$ cat config.mk
export PLATFORM = sky130hd
export DESIGN_NAME = data_memory_arbiter_flat
export DESIGN_NICKNAME = d
export VERILOG_FILES = /design/src/rtl/data_memory_arbiter_if.sv /design/src/rtl/data_memory_arbiter.sv /design/src/flat_wrapper.sv
export SDC_FILE = /design/constraint.sdc
export NUM_CORES = 1
export LEC_CHECK = 0
export CAP_MARGIN = 20
export CORE_AREA = 3 3 233 235
export DETAILED_ROUTE_END_ITERATION = 12
export DIE_AREA = 0 0 236 238
export GPL_ROUTABILITY_DRIVEN = 0
export GPL_TIMING_DRIVEN = 0
export HOLD_SLACK_MARGIN = 0.1
export PLACE_DENSITY = 0.55
export SLEW_MARGIN = 20
export SYNTH_ARGS = -nofsm -noshare
export SYNTH_HDL_FRONTEND = slang
export SYNTH_SLANG_ARGS = --single-unit
$ cat constraint.sdc
create_clock -name clk -period 11.65 [get_ports clk]
set_input_delay 1.7475 -clock clk [delete_from_list [all_inputs] [get_ports clk]]
set_output_delay 1.7475 -clock clk [all_outputs]
set_load 0.005 [all_outputs]
$ cat src/rtl/data_memory_arbiter_if.sv
// -----------------------------------------------------------------------------
// data_memory_arbiter_if
// Bundles the two requester ports and the data-memory command/response bus
// seen by data_memory_arbiter.
//   p0_* / p1_*   : requester handshake (req/we/addr/size/wdata in,
//                   ack/err/rdata out)
//   mem_* command : read/write level requests plus address, size, write data
//   mem_* response: read_ready / write_ready / write_finished pulses (async to
//                   clk) and read data
// Modports:
//   slave  - the arbiter's view
//   master - the environment's view (requesters plus memory)
// -----------------------------------------------------------------------------
interface data_memory_arbiter_if;
    logic        p0_req;
    logic        p0_we;
    logic [63:0] p0_addr;
    logic [1:0]  p0_size;
    logic [63:0] p0_wdata;
    logic        p0_ack;
    logic        p0_err;
    logic [63:0] p0_rdata;

    logic        p1_req;
    logic        p1_we;
    logic [63:0] p1_addr;
    logic [1:0]  p1_size;
    logic [63:0] p1_wdata;
    logic        p1_ack;
    logic        p1_err;
    logic [63:0] p1_rdata;

    logic        mem_read_request;
    logic        mem_write_request;
    logic [63:0] mem_address;
    logic [1:0]  mem_block_size;
    logic [63:0] mem_write_data;
    logic        mem_read_ready;
    logic        mem_write_ready;
    logic        mem_write_finished;
    logic [63:0] mem_read_data;

    modport slave (
        input  p0_req, p0_we, p0_addr, p0_size, p0_wdata,
        output p0_ack, p0_err, p0_rdata,
        input  p1_req, p1_we, p1_addr, p1_size, p1_wdata,
        output p1_ack, p1_err, p1_rdata,
        output mem_read_request, mem_write_request, mem_address,
               mem_block_size, mem_write_data,
        input  mem_read_ready, mem_write_ready, mem_write_finished, mem_read_data
    );

    modport master (
        output p0_req, p0_we, p0_addr, p0_size, p0_wdata,
        input  p0_ack, p0_err, p0_rdata,
        output p1_req, p1_we, p1_addr, p1_size, p1_wdata,
        input  p1_ack, p1_err, p1_rdata,
        input  mem_read_request, mem_write_request, mem_address,
               mem_block_size, mem_write_data,
        output mem_read_ready, mem_write_ready, mem_write_finished, mem_read_data
    );
endinterface

$ cat src/rtl/data_memory_arbiter.sv
// -----------------------------------------------------------------------------
// data_memory_arbiter
// Two-port round-robin arbiter in front of a single data memory whose
// response strobes are asynchronous to clk. One transaction is in flight at a
// time; each memory wait state is bounded by TIMEOUT_CYCLES, after which the
// transaction completes with err=1.
// Ports:
//   clk      - sole clock, rising edge
//   reset    - asynchronous, active-high
//   bus      - data_memory_arbiter_if.slave (requesters + memory bus)
//   busy     - high whenever the FSM is not IDLE
//   grant_id - port that owns the current transaction
// -----------------------------------------------------------------------------
module data_memory_arbiter #(
    parameter int unsigned TIMEOUT_CYCLES = 255
) (
    input  logic                        clk,
    input  logic                        reset,
    data_memory_arbiter_if.slave        bus,
    output logic                        busy,
    output logic                        grant_id
);

    typedef enum logic [2:0] {
        IDLE,
        WAIT_RD,
        WAIT_WR_READY,
        WAIT_WR_DONE,
        DONE
    } state_t;

    // Bit positions of the three memory response strobes.
    localparam int RD = 0;
    localparam int WR = 1;
    localparam int WF = 2;

    state_t      state;
    logic        last_grant;
    logic [15:0] wait_cnt;

    logic [2:0]  resp_async;
    logic [2:0]  sync1;
    logic [2:0]  sync2;
    logic [2:0]  sync_prev;
    logic [2:0]  resp_edge;

    logic        grant_sel;
    logic        sel_we;
    logic [63:0] sel_addr;
    logic [1:0]  sel_size;
    logic [63:0] sel_wdata;
    logic        timeout_hit;

    assign resp_async = {bus.mem_write_finished, bus.mem_write_ready, bus.mem_read_ready};
    assign resp_edge  = sync2 & ~sync_prev;

    // The counter value after this cycle's increment is what gets compared, so
    // the request is dropped exactly TIMEOUT_CYCLES cycles after wait entry.
    assign timeout_hit = (wait_cnt + 16'd1) == 16'(TIMEOUT_CYCLES);

    always_comb begin
        // NOTE: every combinational output gets a default before any branch so
        // no path leaves it unassigned (which would infer a latch).
        grant_sel = bus.p1_req;
        if (bus.p0_req && bus.p1_req) begin
            grant_sel = ~last_grant;
        end
        sel_we    = grant_sel ? bus.p1_we    : bus.p0_we;
        sel_addr  = grant_sel ? bus.p1_addr  : bus.p0_addr;
        sel_size  = grant_sel ? bus.p1_size  : bus.p0_size;
        sel_wdata = grant_sel ? bus.p1_wdata : bus.p0_wdata;
    end

    // Two-flop synchronizer per strobe, plus one more flop for edge detection.
    // NOTE: sequential state is always assigned with <= so every flop samples
    // the pre-edge value of its neighbour, which is what makes a shift chain.
    always_ff @(posedge clk or posedge reset) begin
        if (reset) begin
            sync1     <= '0;
            sync2     <= '0;
            sync_prev <= '0;
        end else begin
            sync1     <= resp_async;
            sync2     <= sync1;
            sync_prev <= sync2;
        end
    end

    always_ff @(posedge clk or posedge reset) begin
        if (reset) begin
            state                 <= IDLE;
            last_grant            <= 1'b1;
            wait_cnt              <= '0;
            busy                  <= 1'b0;
            grant_id              <= 1'b0;
            bus.mem_read_request  <= 1'b0;
            bus.mem_write_request <= 1'b0;
            bus.mem_address       <= '0;
            bus.mem_block_size    <= '0;
            bus.mem_write_data    <= '0;
            bus.p0_ack            <= 1'b0;
            bus.p1_ack            <= 1'b0;
            bus.p0_err            <= 1'b0;
            bus.p1_err            <= 1'b0;
            bus.p0_rdata          <= '0;
            bus.p1_rdata          <= '0;
        end else begin
            // ack/err are single-cycle strobes raised only on entry to DONE.
            bus.p0_ack <= 1'b0;
            bus.p1_ack <= 1'b0;
            bus.p0_err <= 1'b0;
            bus.p1_err <= 1'b0;

            unique case (state)
                IDLE: begin
                    if (bus.p0_req || bus.p1_req) begin
                        grant_id              <= grant_sel;
                        last_grant            <= grant_sel;
                        busy                  <= 1'b1;
                        wait_cnt              <= '0;
                        bus.mem_address       <= sel_addr;
                        bus.mem_block_size    <= sel_size;
                        bus.mem_write_data    <= sel_wdata;
                        bus.mem_read_request  <= ~sel_we;
                        bus.mem_write_request <= sel_we;
                        state                 <= sel_we ? WAIT_WR_READY : WAIT_RD;
                    end
                end

                WAIT_RD: begin
                    if (resp_edge[RD]) begin
                        if (grant_id) bus.p1_rdata <= bus.mem_read_data;
                        else          bus.p0_rdata <= bus.mem_read_data;
                        bus.mem_read_request <= 1'b0;
                        bus.p0_ack           <= ~grant_id;
                        bus.p1_ack           <= grant_id;
                        state                <= DONE;
                    end else if (timeout_hit) begin
                        bus.mem_read_request  <= 1'b0;
                        bus.mem_write_request <= 1'b0;
                        bus.p0_ack            <= ~grant_id;
                        bus.p1_ack            <= grant_id;
                        bus.p0_err            <= ~grant_id;
                        bus.p1_err            <= grant_id;
                        state                 <= DONE;
                    end else begin
                        wait_cnt <= wait_cnt + 16'd1;
                    end
                end

                WAIT_WR_READY: begin
                    if (resp_edge[WR]) begin
                        wait_cnt <= '0;
                        state    <= WAIT_WR_DONE;
                    end else if (timeout_hit) begin
                        bus.mem_read_request  <= 1'b0;
                        bus.mem_write_request <= 1'b0;
                        bus.p0_ack            <= ~grant_id;
                        bus.p1_ack            <= grant_id;
                        bus.p0_err            <= ~grant_id;
                        bus.p1_err            <= grant_id;
                        state                 <= DONE;
                    end else begin
                        wait_cnt <= wait_cnt + 16'd1;
                    end
                end

                WAIT_WR_DONE: begin
                    if (resp_edge[WF]) begin
                        bus.mem_write_request <= 1'b0;
                        bus.p0_ack            <= ~grant_id;
                        bus.p1_ack            <= grant_id;
                        state                 <= DONE;
                    end else if (timeout_hit) begin
                        bus.mem_read_request  <= 1'b0;
                        bus.mem_write_request <= 1'b0;
                        bus.p0_ack            <= ~grant_id;
                        bus.p1_ack            <= grant_id;
                        bus.p0_err            <= ~grant_id;
                        bus.p1_err            <= grant_id;
                        state                 <= DONE;
                    end else begin
                        wait_cnt <= wait_cnt + 16'd1;
                    end
                end

                // One cycle with both requests low; new requests are looked at
                // in IDLE.
                DONE: begin
                    busy  <= 1'b0;
                    state <= IDLE;
                end

                default: state <= IDLE;
            endcase
        end
    end

endmodule

$ cat src/flat_wrapper.sv
// flat-port wrapper written by rule: the top's interface ports become plain ports
module data_memory_arbiter_flat 
#(
    parameter int unsigned TIMEOUT_CYCLES = 255
)
  (clk, reset, busy, grant_id, bus_p0_req, bus_p0_we, bus_p0_addr, bus_p0_size, bus_p0_wdata, bus_p0_ack, bus_p0_err, bus_p0_rdata, bus_p1_req, bus_p1_we, bus_p1_addr, bus_p1_size, bus_p1_wdata, bus_p1_ack, bus_p1_err, bus_p1_rdata, bus_mem_read_request, bus_mem_write_request, bus_mem_address, bus_mem_block_size, bus_mem_write_data, bus_mem_read_ready, bus_mem_write_ready, bus_mem_write_finished, bus_mem_read_data);
  data_memory_arbiter_if bus_i ();
  input  logic clk;
  input  logic reset;
  output logic busy;
  output logic grant_id;
  input wire logic [$bits(bus_i.p0_req)-1:0] bus_p0_req;
  input wire logic [$bits(bus_i.p0_we)-1:0] bus_p0_we;
  input wire logic [$bits(bus_i.p0_addr)-1:0] bus_p0_addr;
  input wire logic [$bits(bus_i.p0_size)-1:0] bus_p0_size;
  input wire logic [$bits(bus_i.p0_wdata)-1:0] bus_p0_wdata;
  output wire logic [$bits(bus_i.p0_ack)-1:0] bus_p0_ack;
  output wire logic [$bits(bus_i.p0_err)-1:0] bus_p0_err;
  output wire logic [$bits(bus_i.p0_rdata)-1:0] bus_p0_rdata;
  input wire logic [$bits(bus_i.p1_req)-1:0] bus_p1_req;
  input wire logic [$bits(bus_i.p1_we)-1:0] bus_p1_we;
  input wire logic [$bits(bus_i.p1_addr)-1:0] bus_p1_addr;
  input wire logic [$bits(bus_i.p1_size)-1:0] bus_p1_size;
  input wire logic [$bits(bus_i.p1_wdata)-1:0] bus_p1_wdata;
  output wire logic [$bits(bus_i.p1_ack)-1:0] bus_p1_ack;
  output wire logic [$bits(bus_i.p1_err)-1:0] bus_p1_err;
  output wire logic [$bits(bus_i.p1_rdata)-1:0] bus_p1_rdata;
  output wire logic [$bits(bus_i.mem_read_request)-1:0] bus_mem_read_request;
  output wire logic [$bits(bus_i.mem_write_request)-1:0] bus_mem_write_request;
  output wire logic [$bits(bus_i.mem_address)-1:0] bus_mem_address;
  output wire logic [$bits(bus_i.mem_block_size)-1:0] bus_mem_block_size;
  output wire logic [$bits(bus_i.mem_write_data)-1:0] bus_mem_write_data;
  input wire logic [$bits(bus_i.mem_read_ready)-1:0] bus_mem_read_ready;
  input wire logic [$bits(bus_i.mem_write_ready)-1:0] bus_mem_write_ready;
  input wire logic [$bits(bus_i.mem_write_finished)-1:0] bus_mem_write_finished;
  input wire logic [$bits(bus_i.mem_read_data)-1:0] bus_mem_read_data;
  assign bus_i.p0_req = bus_p0_req;
  assign bus_i.p0_we = bus_p0_we;
  assign bus_i.p0_addr = bus_p0_addr;
  assign bus_i.p0_size = bus_p0_size;
  assign bus_i.p0_wdata = bus_p0_wdata;
  assign bus_p0_ack = bus_i.p0_ack;
  assign bus_p0_err = bus_i.p0_err;
  assign bus_p0_rdata = bus_i.p0_rdata;
  assign bus_i.p1_req = bus_p1_req;
  assign bus_i.p1_we = bus_p1_we;
  assign bus_i.p1_addr = bus_p1_addr;
  assign bus_i.p1_size = bus_p1_size;
  assign bus_i.p1_wdata = bus_p1_wdata;
  assign bus_p1_ack = bus_i.p1_ack;
  assign bus_p1_err = bus_i.p1_err;
  assign bus_p1_rdata = bus_i.p1_rdata;
  assign bus_mem_read_request = bus_i.mem_read_request;
  assign bus_mem_write_request = bus_i.mem_write_request;
  assign bus_mem_address = bus_i.mem_address;
  assign bus_mem_block_size = bus_i.mem_block_size;
  assign bus_mem_write_data = bus_i.mem_write_data;
  assign bus_i.mem_read_ready = bus_mem_read_ready;
  assign bus_i.mem_write_ready = bus_mem_write_ready;
  assign bus_i.mem_write_finished = bus_mem_write_finished;
  assign bus_i.mem_read_data = bus_mem_read_data;
  data_memory_arbiter #(.TIMEOUT_CYCLES(TIMEOUT_CYCLES)) u_core (.clk(clk), .reset(reset), .bus(bus_i), .busy(busy), .grant_id(grant_id));
endmodule
## Yosys cells after proc, flatten, opt, wreduce, memory -nomap -nowiden

Cells that the tools add are included.

- Input bits: 333
- Logic and storage cells: 94
- Register bits after elaboration: 295

- Bitwise logic cells: 5
- Eq/ne operators: 9
- Reductions and logical operators: 12
- Add/sub/neg operators: 1
- Mux-type cells: 48

Operators with widths:

| operator | count |
|---|---|
| 64-bit two-way mux | 2 |
| 16-bit two-way mux | 5 |
| 16-bit one-hot mux with 4 select lines | 1 |
| 1-bit two-way mux | 25 |
| 16-bit by 1-bit adder with 16-bit output (second input constant) | 1 |
| 16-bit by 8-bit == test with 1-bit output (second input constant) | 1 |
| 3-bit two-way mux | 5 |
| 1-bit one-hot mux with 3 select lines | 4 |
| 3-bit one-hot mux with 4 select lines | 1 |
| 4-bit AND reduction | 3 |
| 1-bit one-hot mux with 4 select lines | 2 |
| 3-bit by 2-bit == test with 1-bit output (second input constant) | 2 |
| 2-bit != test (second input constant) | 3 |
| 3-bit AND reduction | 2 |
| 2-bit two-way mux | 2 |
| 2-bit AND reduction | 2 |
| 4-bit nonzero test | 1 |
| 3-bit bitwise AND | 1 |
| 3-bit by 1-bit == test with 1-bit output (second input constant) | 1 |
| 3-bit == test (second input constant) | 1 |
| 3-bit logical NOT | 1 |
| 1-bit inverter | 3 |
| 3-bit inverter | 1 |
| 2-bit by 1-bit != test with 1-bit output (second input constant) | 1 |
| 4 further kinds | 4 |

## Logic depth before layout (Yosys ltp)

Gate-level depths: netlist of run 1.

- Depth after elaboration: 6
- Gate-level depth with buffers: 8
- Depth with buffers taken out: 7

## Worst setup path before layout of run 1

OpenSTA, ideal clock, no wires.

- Path type: input to register
- Start: input port bus_p1_req
- End: register u_core.bus.mem_address[10]
- Setup slack: 8.497 ns
- Arrival: 3.016 ns
- Required time: 11.513 ns
- Stages: 6
- Path buffers: 3
- Setup time: 0.137 ns
- Path through: a21boi_0 clkbuf_1 clkbuf_1 buf_2 mux2i_1 a21oi_1

- Word-level cells in the longest chain between the ends: 3
- Elaborated cells between the ends (all ways): 5
- Those cells by class: mux: 2; reduce/logical: 3

RTL lines:

| what | line | RTL |
|---|---|---|
| start, declared | flat_wrapper.sv:20 | `input wire logic [$bits(bus_i.p1_req)-1:0] bus_p1_req;` |
| 1-bit logical AND | data_memory_arbiter.sv:65 | `if (bus.p0_req && bus.p1_req) begin` |
| 1-bit two-way mux | data_memory_arbiter.sv:65 |  |
| 64-bit two-way mux | data_memory_arbiter.sv:69 | `sel_addr = grant_sel ? bus.p1_addr : bus.p0_addr;` |
| end signal, assigned | data_memory_arbiter.sv:121 | `bus.mem_address <= sel_addr;` |
| end, declared | data_memory_arbiter_if.sv:48 | `output mem_read_request, mem_write_request, mem_address,` |

Parallel ways exist; a longest one is shown, timed or not.
A chain may end at the register's enable or synchronous reset.

## Final worst setup path of run 1

- Start: input port bus_p0_req
- End: register u_core.bus.mem_address[41]

- Word-level cells in the longest chain between the ends: 3
- Elaborated cells between the ends (all ways): 5
- Those cells by class: mux: 2; reduce/logical: 3

RTL lines:

| what | line | RTL |
|---|---|---|
| start, declared | flat_wrapper.sv:12 | `input wire logic [$bits(bus_i.p0_req)-1:0] bus_p0_req;` |
| 1-bit logical AND | data_memory_arbiter.sv:65 |  |
| 1-bit two-way mux | data_memory_arbiter.sv:65 |  |
| 64-bit two-way mux | data_memory_arbiter.sv:69 |  |

Parallel ways exist; a longest one is shown, timed or not.

==> impl_metrics.tcl, run 1 <==
set metrics [dict create \
    leakagePower_nw 8.57 \
    yosys_warnings 0 \
    ctsResizeCount 0 \
    tightest_slew_ns 1.07 \
    hold_start "u_core.sync1[1]" \
    core.rowCount 84 \
    grt_first_pass_wirelength_um 71700 \
    holdBufCountCts 0 \
    cp-end-kind "flip-flop" \
    synth.largest_area_cell "dfrtp_1" \
    drive_gt1_frac 0.133 \
    r2r_cells 6 \
    htree_levels 2 \
    clk_path_buf_depth 3 \
    cts_root_buffer "clkbuf_16" \
    fin_nets 2017 \
    drcViolationCount 0 \
    cp.required_ns 12.02 \
    grt_pass1_vias 11500 \
    portBuffers 598 \
    synthTopCellsByCount "dfrtp_1, nor2_1, a21oi_1" \
    synth_most_common_cell "dfrtp_1" \
    wl_per_cell_um 20.1 \
    syn_to_final_growth_pct 65.8 \
    setup-tns-final_ns 0 \
    synthCells 1042 \
    cts_made_buffers 37 \
    drv_cap 0 \
    grt_max_degree 102 \
    synthTopCellsByArea "dfrtp_1, mux2_2, mux2i_1" \
    seq_power_share 0.331 \
    netlist.area_leader.share 0.585 \
    coreArea_um2 52400 \
    cts_tree "yes" \
    internal_power_mw 3.59 \
    criticalPathCategory "in2reg" \
    fin_skew_ns 0.0245 \
    cp_max_fo 10 \
    dp_hpwl_um 36900 \
    p_per_area_nw_per_um2 255 \
    fin_cells 2399 \
    switching_share 0.325 \
    ir_worst_vdd_uv 131 \
    synth_nets 1377 \
    r2r_start "u_core.state[2]" \
    max_slew_margin 0.287 \
    finalMaxSlewViolations 0 \
    crit_arrival_ns 4.83 \
    post-route-util 0.398 \
    globalRouteTotalUtil 0.166 \
    period_needed_ns 4.46 \
    placed_cells 2331 \
    rrSetupSlack_ns 8.37 \
    ys_ff_latch 295 \
    switching_power_mw 1.73 \
    holdWs_ns 0.346 \
    grt_overflow 0 \
    die_w_um 236 \
    clock-sinks 295 \
    synthFlopType "dfrtp_1" \
    antenna_found_initial 2 \
    outcome "finished clean" \
    combPwrFrac 0.435 \
    finalPower_mw 5.31 \
    hp-class "reg2reg" \
    postSynthAreaPerCell_um2 12.1 \
    rsz0062_at_grt "false" \
    ys_seq_area_frac 0.587 \
    finalCritPeriodShare 0.383 \
    yosysUniqueCellTypes 57 \
    post_cts_buffers 0 \
    critical_path.startpoint "bus_p0_req" \
    firstDrtPassIters 4 \
    routed_wl_um 48300 \
    worstSkewPairLatency_ns 0.54 \
    clkTransAtPathRegs_ns 0.06 \
    ios 599 \
    initial_core_util 0.240 \
    fillerInstances 5029 \
    pwr-share-clk 0.234 \
    via_count 10600 \
    drtIter0Drc 509 \
    via_per_inst 4.41 \
    min_delay_path_depth 0 \
    synth-edff-count 0 \
    async_flop_share 1.00 \
    finalSetupViolCount 0 \
    max_freq_ghz 0.224 \
    ant_nets 0 \
    start_kind "input port" \
    hold_viol 0 \
    netlist_area_um2 12600 \
    dieHeight_um 238 \
    die_area_um2 56200 \
]
==> cell usage in the layout (no fill, tap or decap), drive strengths merged, types with 3 or more instances in the layout <==
master / Yosys / final
clkbuf: 46 / 97
nand3: 14 / 14
xor2: 3 / 3
and2: 3 / 3
or3: 3 / 3
and3: 4 / 4
mux2: 131 / 131
a21o: 3 / 3
a21oi: 138 / 138
buf: 22 / 25
nor2: 147 / 147
nor4: 4 / 4
o21ai: 17 / 17
dfrtp: 294 / 294
nand4: 5 / 5
nand2b: 4 / 4
mux2i: 133 / 133
clkinv: 0 / 6
nand2: 22 / 22
clkdlybuf4s50: 0 / 598
inv: 7 / 9
o31ai: 7 / 7
bufinv: 0 / 6
==> critical path: stages <==
cell,delay (ns)
clkdlybuf4s50_1,0.48
nor2_1,0.10
nor4_1,0.26
clkbuf_1,0.58
clkbuf_1,0.72
clkbuf_1,0.76
a21oi_1,0.16
==> final timing paths <==
| kind | to |
|---|---|
| worst max-delay path | u_core.bus.mem_address[41] |
| worst min-delay path | u_core.sync2[1] |
| worst max register to register | u_core.bus.mem_address[41] |
| worst min register to register | u_core.sync2[1] |
| max in group asynchronous | u_core.bus.p0_rdata[13] |
| min in group asynchronous | u_core.bus.mem_address[32] |
==> power by group through the flow <==
stage	logic [mW]	registers (mW)	clock network [mW]
finish	2.31	1.76	1.24
global route	2.52	1.82	1.33
CTS	2.36	1.77	1.29
detailed placement	2.35	1.77	0
global placement	2.33	1.76	0
floorplan	0.845	1.78	0
==> registers in the layout, indices dropped and copies added, names as in the netlist, 2 cells and up <==
name	count
u_core.bus.mem_write_data	64
u_core.bus.p0_rdata	64
u_core.state	3
u_core.sync1	3
u_core.sync2	3
u_core.wait_cnt	16
u_core.bus.mem_block_size	2
u_core.bus.mem_address	64
u_core.bus.p1_rdata	64
u_core.sync_prev	3
==> kinds of logic after synthesis <==
logic type      Yosys count  synth area share
flops                   295             0.587
mux                     264             0.223
simple gates            217            0.0771
compound gates          184            0.0821
buf+inv                  75            0.0253
xor+xnor                  5           0.00348
fa+ha+maj                 2           0.00199
==> final cells by class <==
type | count | area (um^2) | share of cell area
timing repair buffer | 601 | 6070 | 0.291
clock inverter | 16 | 250 | 0.0120
antenna | 1 | 2.50 | 0.000120
buffer | 68 | 292 | 0.0140
sequential | 295 | 7380 | 0.354
tap | 688 | 861 | 0.0413
clock buffer | 51 | 1080 | 0.0517
inverter | 7 | 33.8 | 0.00162
multi-input combinational | 672 | 4880 | 0.234
==> routing by layer <==
layer	track usage	vias up	part of all wire
li1	-	4959	-
met1	0.190	5172	0.39
met2	0.289	389	0.50
met3	0.0656	60	0.091
met4	0.0441	2	0.021
met5	0	-	0.00027
==> through the flow <==
step	worst slack, ns	cell area (um^2)
after CTS	7.03	20800
after global placement	-2.44	19400
after detailed placement	6.46	19500
after global routing	6.85	20800
final	7.19	20800
after floorplan	1.76	12600
(Power assumes the default switching activity.)
==> inputs of run 2 (changes only) <==
- CORE_AREA: 3 3 233 235 -> 3 3 231 233
- DIE_AREA: 0 0 236 238 -> 0 0 234 236
- PLACE_DENSITY: 0.55 -> 0.57
- clock period: 11.65 -> 3.95 ns (I/O delays scaled with it)
==> impl_metrics.tcl, run 2 (synthesis results as in run 1) <==
set metrics [dict create \
    ant_nets 0 \
    rsz0062_at_grt "false" \
    max_freq_ghz 0.299 \
    start_kind "input port" \
    internal_power_mw 10.5 \
    drv_cap 0 \
    globalRouteTotalUtil 0.171 \
    hold_viol 0 \
    cp.required_ns 4.32 \
    outcome "finished clean" \
    tightest_slew_ns 1.09 \
    final_area_um2 20900 \
    antenna_found_initial 7 \
    post-route-util 0.407 \
    finalSetupViolCount 0 \
    max_slew_margin 0.272 \
    setup-tns-final_ns 0 \
    ctsResizeCount 0 \
    grt_max_degree 34 \
    drive_gt1_frac 0.135 \
    dp_hpwl_um 38400 \
    clock-sinks 295 \
    combPwrFrac 0.439 \
    switching_share 0.327 \
    fin_skew_ns 0.0160 \
    cp-end-kind "flip-flop" \
    p_per_area_nw_per_um2 743 \
    holdBufCountCts 0 \
    htree_levels 2 \
    switching_power_mw 5.08 \
    ios 599 \
    cp_max_fo 10 \
    drcViolationCount 0 \
    via_count 10600 \
    post_cts_buffers 0 \
    fin_nets 2025 \
    coreArea_um2 51400 \
    routed_wl_um 48900 \
    wl_per_cell_um 20.4 \
    portBuffers 598 \
    cts_tree "yes" \
    leakagePower_nw 8.59 \
    die_w_um 234 \
    ir_worst_vdd_uv 359 \
    dieHeight_um 236 \
    syn_to_final_growth_pct 66.4 \
    cts_root_buffer "clkbuf_16" \
    dpl_cell_area_um2 19600 \
    criticalPathCategory "in2reg" \
    hp-class "reg2reg" \
    die_area_um2 55200 \
    grt_pass1_vias 11300 \
    clk_path_buf_depth 3 \
    initial_core_util 0.245 \
    worstSkewPairLatency_ns 0.54 \
    pwr-share-clk 0.228 \
    period_needed_ns 3.35 \
    finalPower_mw 15.6 \
    clkTransAtPathRegs_ns 0.05 \
    seq_power_share 0.333 \
    grt_first_pass_wirelength_um 71300 \
    finalMaxSlewViolations 0 \
    final_cell_mix "clkdlybuf4s50_1, dfrtp_1, nor2_1" \
    finalCritPeriodShare 0.848 \
    cts_made_buffers 38 \
    grt_overflow 0 \
    drtIter0Drc 447 \
    via_per_inst 4.43 \
    firstDrtPassIters 4 \
    crit_arrival_ns 3.71 \
    final_common_cell "clkdlybuf4s50_1" \
    core.rowCount 83 \
]
-- run 2: layer usage --
layer | track usage | wire length [um] | up-vias | share of wire
met5 | 0 | 40 | - | 0.00082
met1 | 0.197 | 18500 | 5184 | 0.38
met2 | 0.289 | 23700 | 404 | 0.49
li1 | - | - | 4957 | -
met3 | 0.0778 | 5470 | 66 | 0.11
met4 | 0.0410 | 1090 | 6 | 0.022
-- run 2: power groups by stage --
stage	logic (mW)	registers (mW)	clock network [mW]
2_1_floorplan	2.49	5.26	0
3_3_place_gp	6.89	5.15	0
3_5_place_dp	6.95	5.21	0
4_1_cts	6.99	5.19	3.68
5_1_grt	7.42	5.37	3.81
6_report	6.83	5.18	3.54
-- run 2: critical path: stages --
cell and delay, ns:
clkdlybuf4s50_1 0.48, nor2_1 0.10, nor4_1 0.24, clkbuf_1 0.64, clkbuf_1 0.65, clkbuf_1 0.83
a21oi_1 0.15
-- run 2: final cells by class --
type,count,area (um^2)
Fill cell,5007,30500
Antenna cell,2,5.00
Multi-Input combinational cell,672,4880
Timing Repair Buffer,608,6190
Inverter,7,30.0
Tap cell,680,851
Sequential cell,295,7380
Buffer,68,292
Clock buffer,51,1080
Clock inverter,15,211
-- run 2: path summary, 6_finish.rpt --
kind / to / slack [ns] / start / cells after the start
worst min register to register: u_core.sync2[2] / 0.34 / u_core.sync1[2] / 0
max in group asynchronous: u_core.bus.mem_write_data[15] / 2.33 / reset / 6
min in group asynchronous: u_core.bus.mem_address[44] / 0.40 / reset / 2
worst max register to register: u_core.bus.mem_address[59] / 0.61 / u_core.state[2] / 6
worst min-delay path: u_core.sync2[2] / 0.34 / u_core.sync1[2] / 0
worst max-delay path: u_core.bus.mem_address[59] / 0.60 / bus_p1_req / 7
-- run 2: stage by stage --
stage	worst slack (ns)	hold slack, ns	cells
2_1_floorplan	-0.559	0.331	1042
3_3_place_gp	-2.92	0.336	2320
3_5_place_dp	-0.215	0.337	2330
4_1_cts	0.349	0.343	2396
5_1_grt	0.243	0.349	2396
6_report	0.601	0.344	2398
==> inputs of run 3 (changes only) <==
- CORE_AREA: 3 3 231 233 -> 3 3 233 235
- DIE_AREA: 0 0 234 236 -> 0 0 236 238
- PLACE_DENSITY: 0.57 -> 0.55
- clock period: 3.95 -> 3.25 ns (I/O delays scaled with it)
==> impl_metrics.tcl, run 3 (synthesis results as in run 1) <==
set metrics [dict create \
    outcome "finished clean" \
    ant_nets 0 \
    fin_nets 2024 \
    coreArea_um2 52400 \
    grt_pass1_vias 11400 \
    grt_max_degree 33 \
    hp-class "reg2reg" \
    cts_tree "yes" \
    post-route-util 0.398 \
    switching_share 0.324 \
    critical_path.startpoint "u_core.state[2]" \
    drtIter0Drc 391 \
    pwr-share-clk 0.226 \
    cp.required_ns 3.63 \
    seq_power_share 0.336 \
    r2r_start "u_core.state[2]" \
    finalMaxSlewViolations 0 \
    finalSetupViolCount 0 \
    cts_root_buffer "clkbuf_16" \
    holdBufCountCts 0 \
    cp-end-kind "flip-flop" \
    clk_path_buf_depth 3 \
    final_cell_mix "clkdlybuf4s50_1, dfrtp_1, nor2_1" \
    dieHeight_um 238 \
    core.rowCount 84 \
    dp_hpwl_um 37500 \
    criticalPathCategory "reg2reg" \
    via_per_inst 4.41 \
    clock-sinks 295 \
    cts_made_buffers 37 \
    grt_first_pass_wirelength_um 71700 \
    fin_cells 2400 \
    ios 599 \
    leakagePower_nw 8.59 \
    syn_to_final_growth_pct 66.0 \
    pre_cts_ws_ns -0.798 \
    clkTransAtPathRegs_ns 0.06 \
    ir_worst_vdd_uv 607 \
    hold_start "u_core.sync1[1]" \
    placed_cells 2338 \
    worstSkewPairLatency_ns 0.53 \
    period_needed_ns 2.82 \
    routed_wl_um 48100 \
    globalRouteTotalUtil 0.165 \
    portBuffers 598 \
    die_area_um2 56200 \
    drv_cap 0 \
    max_freq_ghz 0.354 \
    num_antenna_cells 0 \
    initial_core_util 0.240 \
    tightest_slew_ns 1.08 \
    fin_ws_ns 0.425 \
    die_w_um 236 \
    wl_per_cell_um 20.0 \
    internal_power_mw 12.7 \
    final_common_cell "clkdlybuf4s50_1" \
    crit_arrival_ns 3.20 \
    antenna_found_initial 3 \
    firstDrtPassIters 4 \
    hold_viol 0 \
    p_per_area_nw_per_um2 900 \
    finalCritPeriodShare 0.869 \
    switching_power_mw 6.10 \
    cp_max_fo 10 \
    combPwrFrac 0.439 \
    ctsResizeCount 3 \
    drive_gt1_frac 0.135 \
    rsz0062_at_grt "false" \
    fin_skew_ns 0.0131 \
    start_kind "flip-flop" \
    drcViolationCount 0 \
    grt_overflow 0 \
    max_slew_margin 0.279 \
    via_count 10600 \
    post_cts_buffers 0 \
    htree_levels 2 \
]
-- run 3: changes by cell type in the layout (fill, tap and decap cells not counted), moves of 2 or more --
cell / change
clkbuf_2: +3
clkbuf_1: -3
diode_2: -2
clkinv_8: -2
clkinvlp_4: -3
clkbuf_16: -2
-- run 3: stage by stage --
step | setup TNS [ns] | hold WS (ns) | power (mW) | cell area, um^2
global route | 0 | 0.363 | 20.0 | 20900
global placement | -1066.64 | 0.336 | 14.6 | 19400
finish | 0 | 0.350 | 18.8 | 20900
detailed placement | -35.81 | 0.335 | 14.7 | 19600
CTS | 0 | 0.352 | 19.2 | 20900
floorplan | -339.32 | 0.331 | 9.42 | 12600
-- run 3: final cells by class --
| class | instances | area (um^2) |
|---|---|---|
| fillers | 5031 | 31600 |
| flip-flops and latches | 295 | 7380 |
| repair buffers | 608 | 6190 |
| multi-input cells | 672 | 4880 |
| clock buffers | 50 | 1040 |
| well taps | 688 | 861 |
| plain buffers | 68 | 295 |
| clock inverters | 12 | 195 |
| inverters | 7 | 30.0 |
-- run 3: power by group through the flow --
stage / Combinational, mW / Sequential (mW) / Clock [mW]
after floorplan: 3.03 / 6.39 / 0
after global placement: 8.34 / 6.29 / 0
after detailed placement: 8.40 / 6.34 / 0
after CTS: 8.44 / 6.32 / 4.39
after global routing: 8.97 / 6.54 / 4.54
final: 8.25 / 6.31 / 4.24
-- run 3: worst paths after layout --
kind / to / slack [ns] / cells past startpoint
max: u_core.bus.mem_address[40] / 0.43 / 6
min: u_core.sync2[1] / 0.35 / 0
min reg2reg: u_core.sync2[1] / 0.35 / 0
max in group asynchronous: u_core.bus.mem_write_data[10] / 1.37 / 7
min in group asynchronous: u_core.bus.mem_address[37] / 0.39 / 2
max reg2reg: u_core.bus.mem_address[40] / 0.43 / 6
-- run 3: critical path, stage by stage (launching register included) --
cell and delay (ns):
dfrtp_1 0.36, clkbuf_1 0.19, nor4_1 0.38, clkbuf_1 0.53, clkbuf_2 0.47, clkbuf_1 0.58, a21oi_1 0.15
-- run 3: routing by layer --
| layer | GRT usage | vias to the layer above | part of all wire |
|---|---|---|---|
| met5 | 0 | - | 0.00056 |
| li1 | - | 4941 | - |
| met3 | 0.0659 | 63 | 0.093 |
| met1 | 0.196 | 5187 | 0.40 |
| met4 | 0.0395 | 4 | 0.018 |
| met2 | 0.282 | 383 | 0.49 |
